File: src/rtl/down_fifo_burst_ctrl_if.sv
`default_nettype none
// ============================================================================
// Module   : down_fifo_burst_ctrl_if
// Brief    : Burst command channel and word stream towards the frame-buffer
//            write master.
// Revision : 1.0
// ============================================================================
interface down_fifo_burst_ctrl_if #(
    parameter int DATA_WIDTH = 24,
    parameter int ADDR_WIDTH = 28
);
    logic                  cmd_valid;
    logic                  cmd_ready;
    logic [ADDR_WIDTH-1:0] cmd_addr;
    logic [DATA_WIDTH-1:0] m_data;
    logic                  m_valid;
    logic                  m_ready;
    logic                  m_last;

    modport master (
        output cmd_valid, cmd_addr, m_data, m_valid, m_last,
        input  cmd_ready, m_ready
    );

    modport slave (
        input  cmd_valid, cmd_addr, m_data, m_valid, m_last,
        output cmd_ready, m_ready
    );
endinterface
`default_nettype wire

File: src/rtl/down_fifo_burst_ctrl.sv
`default_nettype none
// ============================================================================
// Module   : down_fifo_burst_ctrl
// Brief    : Read-side burst scheduler for the downscaled-pixel async FIFO:
//            issues burst commands and streams BURST_LEN words per burst.
// Revision : 1.0
// ============================================================================
module down_fifo_burst_ctrl #(
    parameter int DATA_WIDTH  = 24,
    parameter int BURST_LEN   = 16,
    parameter int LINE_WORDS  = 640,
    parameter int FRAME_LINES = 480,
    parameter int ADDR_WIDTH  = 28
) (
    input  wire                    rd_clk,
    input  wire                    rd_rst,
    input  wire                    enable,
    input  wire                    frame_start,
    input  wire                    fifo_empty,
    input  wire                    fifo_almost_empty,
    output logic                   fifo_rd_en,
    input  wire [DATA_WIDTH-1:0]   fifo_rd_data,
    output logic                   frame_done,
    output logic [15:0]            line_cnt,
    output logic                   busy,
    down_fifo_burst_ctrl_if.master bus
);

    localparam int                  c_CW        = $clog2(BURST_LEN) + 1;
    localparam int                  c_BPL       = LINE_WORDS / BURST_LEN;
    localparam logic [c_CW-1:0]     c_BL        = c_CW'(BURST_LEN);
    localparam logic [c_CW-1:0]     c_BL_LAST   = c_CW'(BURST_LEN - 1);
    localparam logic [15:0]         c_BPL_LAST  = 16'(c_BPL - 1);
    localparam logic [15:0]         c_LINE_LAST = 16'(FRAME_LINES - 1);
    localparam logic [ADDR_WIDTH-1:0] c_ADDR_INC = ADDR_WIDTH'(BURST_LEN);

    typedef enum logic [2:0] {
        S_IDLE      = 3'd0,
        S_WAIT_DATA = 3'd1,
        S_CMD       = 3'd2,
        S_DATA      = 3'd3,
        S_NEXT      = 3'd4
    } state_t;

    state_t                r_state;
    logic                  r_cmd_valid;
    logic                  r_busy;
    logic                  r_frame_done;
    logic                  r_fs_pending;
    logic [ADDR_WIDTH-1:0] r_cmd_addr;
    logic [15:0]           r_line_cnt;
    logic [15:0]           r_burst_in_line;
    logic [c_CW-1:0]       r_issued;
    logic [c_CW-1:0]       r_popped;

    logic                  r_inflight;
    logic [DATA_WIDTH-1:0] r_buf [0:3];
    logic [1:0]            r_wr_ptr;
    logic [1:0]            r_rd_ptr;
    logic [2:0]            r_buf_cnt;

    logic                  w_m_valid;
    logic                  w_pop;
    logic                  w_last_pop;
    logic                  w_last_burst;

    assign w_m_valid    = (r_buf_cnt != 3'd0);
    assign w_pop        = w_m_valid & bus.m_ready;
    assign w_last_pop   = w_pop & (r_popped == c_BL_LAST);
    assign w_last_burst = (r_line_cnt == c_LINE_LAST) & (r_burst_in_line == c_BPL_LAST);

    // The read strobe looks at the live empty flag so a read never passes it;
    // the occupancy term counts the word still in flight from the FIFO.
    assign fifo_rd_en = (r_state == S_DATA) & ~fifo_empty & (r_issued < c_BL) &
                        (({1'b0, r_buf_cnt} + {3'b000, r_inflight}) < 4'd4);

    assign bus.cmd_valid = r_cmd_valid;
    assign bus.cmd_addr  = r_cmd_addr;
    assign bus.m_data    = r_buf[r_rd_ptr];
    assign bus.m_valid   = w_m_valid;
    assign bus.m_last    = w_m_valid & (r_popped == c_BL_LAST);
    assign frame_done    = r_frame_done;
    assign line_cnt      = r_line_cnt;
    assign busy          = r_busy;

    always_ff @(posedge rd_clk) begin
        if (rd_rst) begin
            r_inflight <= 1'b0;
            r_wr_ptr   <= 2'd0;
            r_rd_ptr   <= 2'd0;
            r_buf_cnt  <= 3'd0;
            for (int i = 0; i < 4; i++) begin
                r_buf[i] <= '0;
            end
        end else begin
            r_inflight <= fifo_rd_en;
            if (r_inflight) begin
                r_buf[r_wr_ptr] <= fifo_rd_data;
                r_wr_ptr        <= r_wr_ptr + 2'd1;
            end
            if (w_pop) begin
                r_rd_ptr <= r_rd_ptr + 2'd1;
            end
            r_buf_cnt <= r_buf_cnt + {2'b00, r_inflight} - {2'b00, w_pop};
        end
    end

    always_ff @(posedge rd_clk) begin
        if (rd_rst) begin
            r_state         <= S_IDLE;
            r_cmd_valid     <= 1'b0;
            r_busy          <= 1'b0;
            r_frame_done    <= 1'b0;
            r_fs_pending    <= 1'b0;
            r_cmd_addr      <= '0;
            r_line_cnt      <= 16'd0;
            r_burst_in_line <= 16'd0;
            r_issued        <= '0;
            r_popped        <= '0;
        end else begin
            r_frame_done <= 1'b0;
            if (fifo_rd_en) begin
                r_issued <= r_issued + c_CW'(1);
            end
            if (w_pop) begin
                r_popped <= r_popped + c_CW'(1);
            end
            case (r_state)
                S_IDLE: begin
                    if (frame_start) begin
                        r_cmd_addr      <= '0;
                        r_line_cnt      <= 16'd0;
                        r_burst_in_line <= 16'd0;
                    end
                    if (enable) begin
                        r_state <= S_WAIT_DATA;
                        r_busy  <= 1'b1;
                    end
                end
                S_WAIT_DATA: begin
                    if (frame_start) begin
                        r_cmd_addr      <= '0;
                        r_line_cnt      <= 16'd0;
                        r_burst_in_line <= 16'd0;
                    end
                    if (!fifo_almost_empty) begin
                        r_state     <= S_CMD;
                        r_cmd_valid <= 1'b1;
                    end
                end
                S_CMD: begin
                    if (frame_start) begin
                        r_fs_pending <= 1'b1;
                    end
                    if (bus.cmd_ready) begin
                        r_state     <= S_DATA;
                        r_cmd_valid <= 1'b0;
                        r_issued    <= '0;
                        r_popped    <= '0;
                    end
                end
                S_DATA: begin
                    if (frame_start) begin
                        r_fs_pending <= 1'b1;
                    end
                    if (w_last_pop) begin
                        r_state      <= S_NEXT;
                        r_frame_done <= w_last_burst & ~r_fs_pending & ~frame_start;
                    end
                end
                S_NEXT: begin
                    // A rewind request outranks the normal address advance.
                    if (frame_start | r_fs_pending | w_last_burst) begin
                        r_cmd_addr      <= '0;
                        r_line_cnt      <= 16'd0;
                        r_burst_in_line <= 16'd0;
                    end else begin
                        r_cmd_addr <= r_cmd_addr + c_ADDR_INC;
                        if (r_burst_in_line == c_BPL_LAST) begin
                            r_burst_in_line <= 16'd0;
                            r_line_cnt      <= r_line_cnt + 16'd1;
                        end else begin
                            r_burst_in_line <= r_burst_in_line + 16'd1;
                        end
                    end
                    r_fs_pending <= 1'b0;
                    r_busy       <= enable;
                    r_state      <= enable ? S_WAIT_DATA : S_IDLE;
                end
                default: begin
                    r_state     <= S_IDLE;
                    r_cmd_valid <= 1'b0;
                    r_busy      <= 1'b0;
                end
            endcase
        end
    end

endmodule
`default_nettype wire

File: src/flat_wrapper.sv
// flat-port wrapper written by rule: the top's interface ports become plain ports
module down_fifo_burst_ctrl_flat 
#(
    parameter int DATA_WIDTH  = 24,
    parameter int BURST_LEN   = 16,
    parameter int LINE_WORDS  = 640,
    parameter int FRAME_LINES = 480,
    parameter int ADDR_WIDTH  = 28
)
  (rd_clk, rd_rst, enable, frame_start, fifo_empty, fifo_almost_empty, fifo_rd_en, fifo_rd_data, frame_done, line_cnt, busy, bus_cmd_valid, bus_cmd_addr, bus_m_data, bus_m_valid, bus_m_last, bus_cmd_ready, bus_m_ready);
  down_fifo_burst_ctrl_if #(.DATA_WIDTH(DATA_WIDTH), .ADDR_WIDTH(ADDR_WIDTH)) bus_i ();
  input  wire rd_clk;
  input  wire rd_rst;
  input  wire enable;
  input  wire frame_start;
  input  wire fifo_empty;
  input  wire fifo_almost_empty;
  output logic fifo_rd_en;
  input  wire [DATA_WIDTH-1:0] fifo_rd_data;
  output logic frame_done;
  output logic [15:0] line_cnt;
  output logic busy;
  output wire logic [$bits(bus_i.cmd_valid)-1:0] bus_cmd_valid;
  output wire logic [$bits(bus_i.cmd_addr)-1:0] bus_cmd_addr;
  output wire logic [$bits(bus_i.m_data)-1:0] bus_m_data;
  output wire logic [$bits(bus_i.m_valid)-1:0] bus_m_valid;
  output wire logic [$bits(bus_i.m_last)-1:0] bus_m_last;
  input wire logic [$bits(bus_i.cmd_ready)-1:0] bus_cmd_ready;
  input wire logic [$bits(bus_i.m_ready)-1:0] bus_m_ready;
  assign bus_cmd_valid = bus_i.cmd_valid;
  assign bus_cmd_addr = bus_i.cmd_addr;
  assign bus_m_data = bus_i.m_data;
  assign bus_m_valid = bus_i.m_valid;
  assign bus_m_last = bus_i.m_last;
  assign bus_i.cmd_ready = bus_cmd_ready;
  assign bus_i.m_ready = bus_m_ready;
  down_fifo_burst_ctrl #(.DATA_WIDTH(DATA_WIDTH), .BURST_LEN(BURST_LEN), .LINE_WORDS(LINE_WORDS), .FRAME_LINES(FRAME_LINES), .ADDR_WIDTH(ADDR_WIDTH)) u_core (.rd_clk(rd_clk), .rd_rst(rd_rst), .enable(enable), .frame_start(frame_start), .fifo_empty(fifo_empty), .fifo_almost_empty(fifo_almost_empty), .fifo_rd_en(fifo_rd_en), .fifo_rd_data(fifo_rd_data), .frame_done(frame_done), .line_cnt(line_cnt), .busy(busy), .bus(bus_i));
endmodule
File: config.mk
export PLATFORM = sky130hd
export DESIGN_NAME = down_fifo_burst_ctrl_flat
export DESIGN_NICKNAME = d
export VERILOG_FILES = /design/src/rtl/down_fifo_burst_ctrl_if.sv /design/src/rtl/down_fifo_burst_ctrl.sv /design/src/flat_wrapper.sv
export SDC_FILE = /design/constraint.sdc
export NUM_CORES = 1
export LEC_CHECK = 0
export CORE_MARGIN = 10
export CORE_UTILIZATION = 39
export CTS_CLUSTER_DIAMETER = 30
export DETAILED_ROUTE_END_ITERATION = 6
export DONT_BUFFER_PORTS = 1
export PLACE_DENSITY = 0.53
export SYNTH_ARGS = -nofsm -noshare
export SYNTH_HDL_FRONTEND = slang
export SYNTH_SLANG_ARGS = --single-unit
File: constraint.sdc
create_clock -name rd_clk -period 2.73 [get_ports rd_clk]
set_clock_uncertainty 0.2 [all_clocks]
set_input_delay 0.819 -clock rd_clk [delete_from_list [all_inputs] [get_ports rd_clk]]
set_output_delay 0.819 -clock rd_clk [all_outputs]
set_load 0.05 [all_outputs]
==> flow_summary.ini <==
[setup_path]
crit_type = flop to output port
cp_num_buf_inv = 1
cp.required_ps = 1710
worstRegToRegCells = 10
cp.arrival_ps = 1770
worst_setup_path_start_kind = flop
cp_cell_sequence = ha_4, and4b_1, mux2i_2, nor4_4, buf_6
cp_max_fo = 2
worst-path-stages = 5
cpPeakStageDelay_ps = 360
endpoint_kind = output port
crit_path_top_delay_cell = dfxtp_4
cpLargestDelayFamily = simple AND/OR/NAND/NOR gates

[sta]
fin_tns_setup_ps = -121.2
fmax_mhz = 358.7
holdWs_ps = 268.3
hold_viol = 0
rsz0062_at_grt = yes
setup_slack_ps = -57.63
min_period_ps = 2788
setup_violations = 9
relSlewSlack_pct = 38.95
report.final.slew_viol_count = 0
worst_pin_slew_ps = 915.1
min_period_over_period_pct = 102.1

[finish]
most-common-layout-cells = nor2_1, edfxtp_1, dfxtp_1
drive_above_1_share_pct = 19.50
stdcell_count = 1065
area_growth_pct = 18.20
antenna_cells = 0
layout_commonest_cell = nor2_1
finalNetCount = 824

[grt]
grt_max_degree = 38
gr-total-overflow = 0
antenna_found_initial = 0
grt_use_total_pct = 14.53
grt_pass1_vias = 5629
grt_pass1_wl_um = 30590

[synthesis]
synth_seq_cells = 179
netlist_area_sq_um = 8092
yosys.cell_types.count = 64
yosys_warnings = 0
synthFlopType = edfxtp_1
async_flop_share_pct = 0
synth_edf_count = 96
syn_inst = 727
synth-seq-area-share_pct = 56.16
avgSynthCellArea_sq_um = 11.13

[clock_tree]
clock_sinks = 179
h-tree-depth = 4
clk_pin_slew_worst_paths_ps = 80
cts_tree = built
cts_buffer_depth = 2
ctsHoldBuffers = 0
cts_root_buf = clkbuf_16
cts_buffers = 17
clock_latency_ps = 430

[power_and_ir_drop]
power.total_mw = 6.947
power_density_nw_per_um2 = 726.3
p_leak_nw = 3.587
max-vdd-ir-drop_v = 0.0004137

[drt]
wl_per_cell_um = 18.19
drt_iter0_drc = 302
vias = 5592
dr.pass1.iters = 5
avgViaCountPerCell = 5.251
wirelength_um = 19380
final_antenna_net_count = 0
drc = 0

[floorplanning]
fp.dieW_um = 164.0
dieHeight_um = 164.0
io_pins = 106
dieArea_sq_um = 26910
core_sq_um = 20300
rows = 52
initial_core_util_pct = 39.86

[min_path]
hold_path_class = primary input to flop
hold_depth = 1

[job]
cap_violations = 0

[placed_design]
numPlacedInstances = 1027
dp_hpwl_um = 13020
io_buffers = 0
post-place-ws_ps = 138.5
gp_congestion = 0.7515

[status]
status = complete, but fails checks
violations = negative setup slack
-- per-stage QoR --
stage               util [%]  area, sq um
floorplan                  -         8123
global placement       43.42         8815
detailed placement     43.42         8815
CTS                    46.87         9514
global route           47.12         9564
finish                 47.12         9564
-- registers in the layout, indices dropped and copies added, names as in the netlist, 2 cells and up, named ones only --
signal / flops
u_core.bus.cmd_addr: 24
u_core.r_burst_in_line: 16
u_core.line_cnt: 16
u_core.r_state: 3
u_core.r_popped: 5
u_core.r_buf_cnt: 3
u_core.r_buf: 96
u_core.r_wr_ptr: 2
u_core.r_issued: 5
u_core.r_rd_ptr: 2
-- kinds of logic (layout without fill, tap and decap cells) --
group	count (synthesis)	after routing	share of synthesized area [%]
AND/OR/NAND/NOR	319	319	19.93
flip-flops	179	179	56.16
buffers and inverters	75	140	3.758
AO/OA/AOI/OAI	67	67	5.969
XOR/XNOR	41	41	4.438
multiplexers	35	35	8.056
adder cells (fa/ha/maj)	10	10	1.639
other	1	4	0.04634
-- what timing repair did --
item                       4_1_cts  5_1_grt
resized for setup               13        0
pin swaps                        3        1
setup buffers                    3        0
setup endpoints to repair       26       26
cloned                           1        2
-- metal layers --
| metal | vias to the layer above | wire, um | track usage, % |
|---|---|---|---|
| met3 | 18 | 1525 | 5.156 |
| met4 | 0 | 191 | 3.940 |
| li1 | 2699 | - | - |
| met5 | - | 0 | 0 |
| met2 | 134 | 10170 | 25.72 |
| met1 | 2741 | 7483 | 16.21 |
-- synth_stat cells (17+ instances only) --
library cell / n / area, sq um
nand3_1: 22 / 110.1
nor2_1: 127 / 476.7
xor2_1: 26 / 227.7
a21oi_1: 17 / 85.08
clkbuf_1: 25 / 93.84
edfxtp_1: 96 / 2883
dfxtp_1: 83 / 1662
and2_1: 29 / 181.4
nand4_1: 26 / 162.7
nand2_1: 52 / 195.2
inv_1: 35 / 131.4
mux4_2: 24 / 540.5
-- area by class of cell --
class	instances	area (sq um)
well taps	270	337.8
flip-flops and latches	179	4556
fillers	1877	10740
multi-input cells	476	3306
repair buffers	73	623.1
inverters	35	131.4
clock inverters	15	185.2
clock buffers	17	425.4
-- power by group --
group	internal (mW)	leakage [nW]	switching, mW	total (mW)
sequential	2.95	1.66	0.0989	3.05
combinational	0.518	1.63	0.882	1.40
clock	1.32	0.293	1.18	2.50
total	4.79	3.59	2.16	6.95
-- final timing paths --
kind | start | end | slack [ps]
min | rd_rst | u_core.line_cnt[2]$_SDFFE_PP0P_ | 270
max reg2reg | u_core.r_buf_cnt[2]$_SDFF_PP0_ | u_core.r_buf_cnt[2]$_SDFF_PP0_ | 120
max | u_core.r_buf_cnt[1]$_SDFF_PP0_ | fifo_rd_en | -60
min reg2reg | u_core.r_burst_in_line[1]$_SDFFE_PP0P_ | u_core.r_burst_in_line[1]$_SDFFE_PP0P_ | 280
Note: power is estimated with default switching activity, not from simulation.
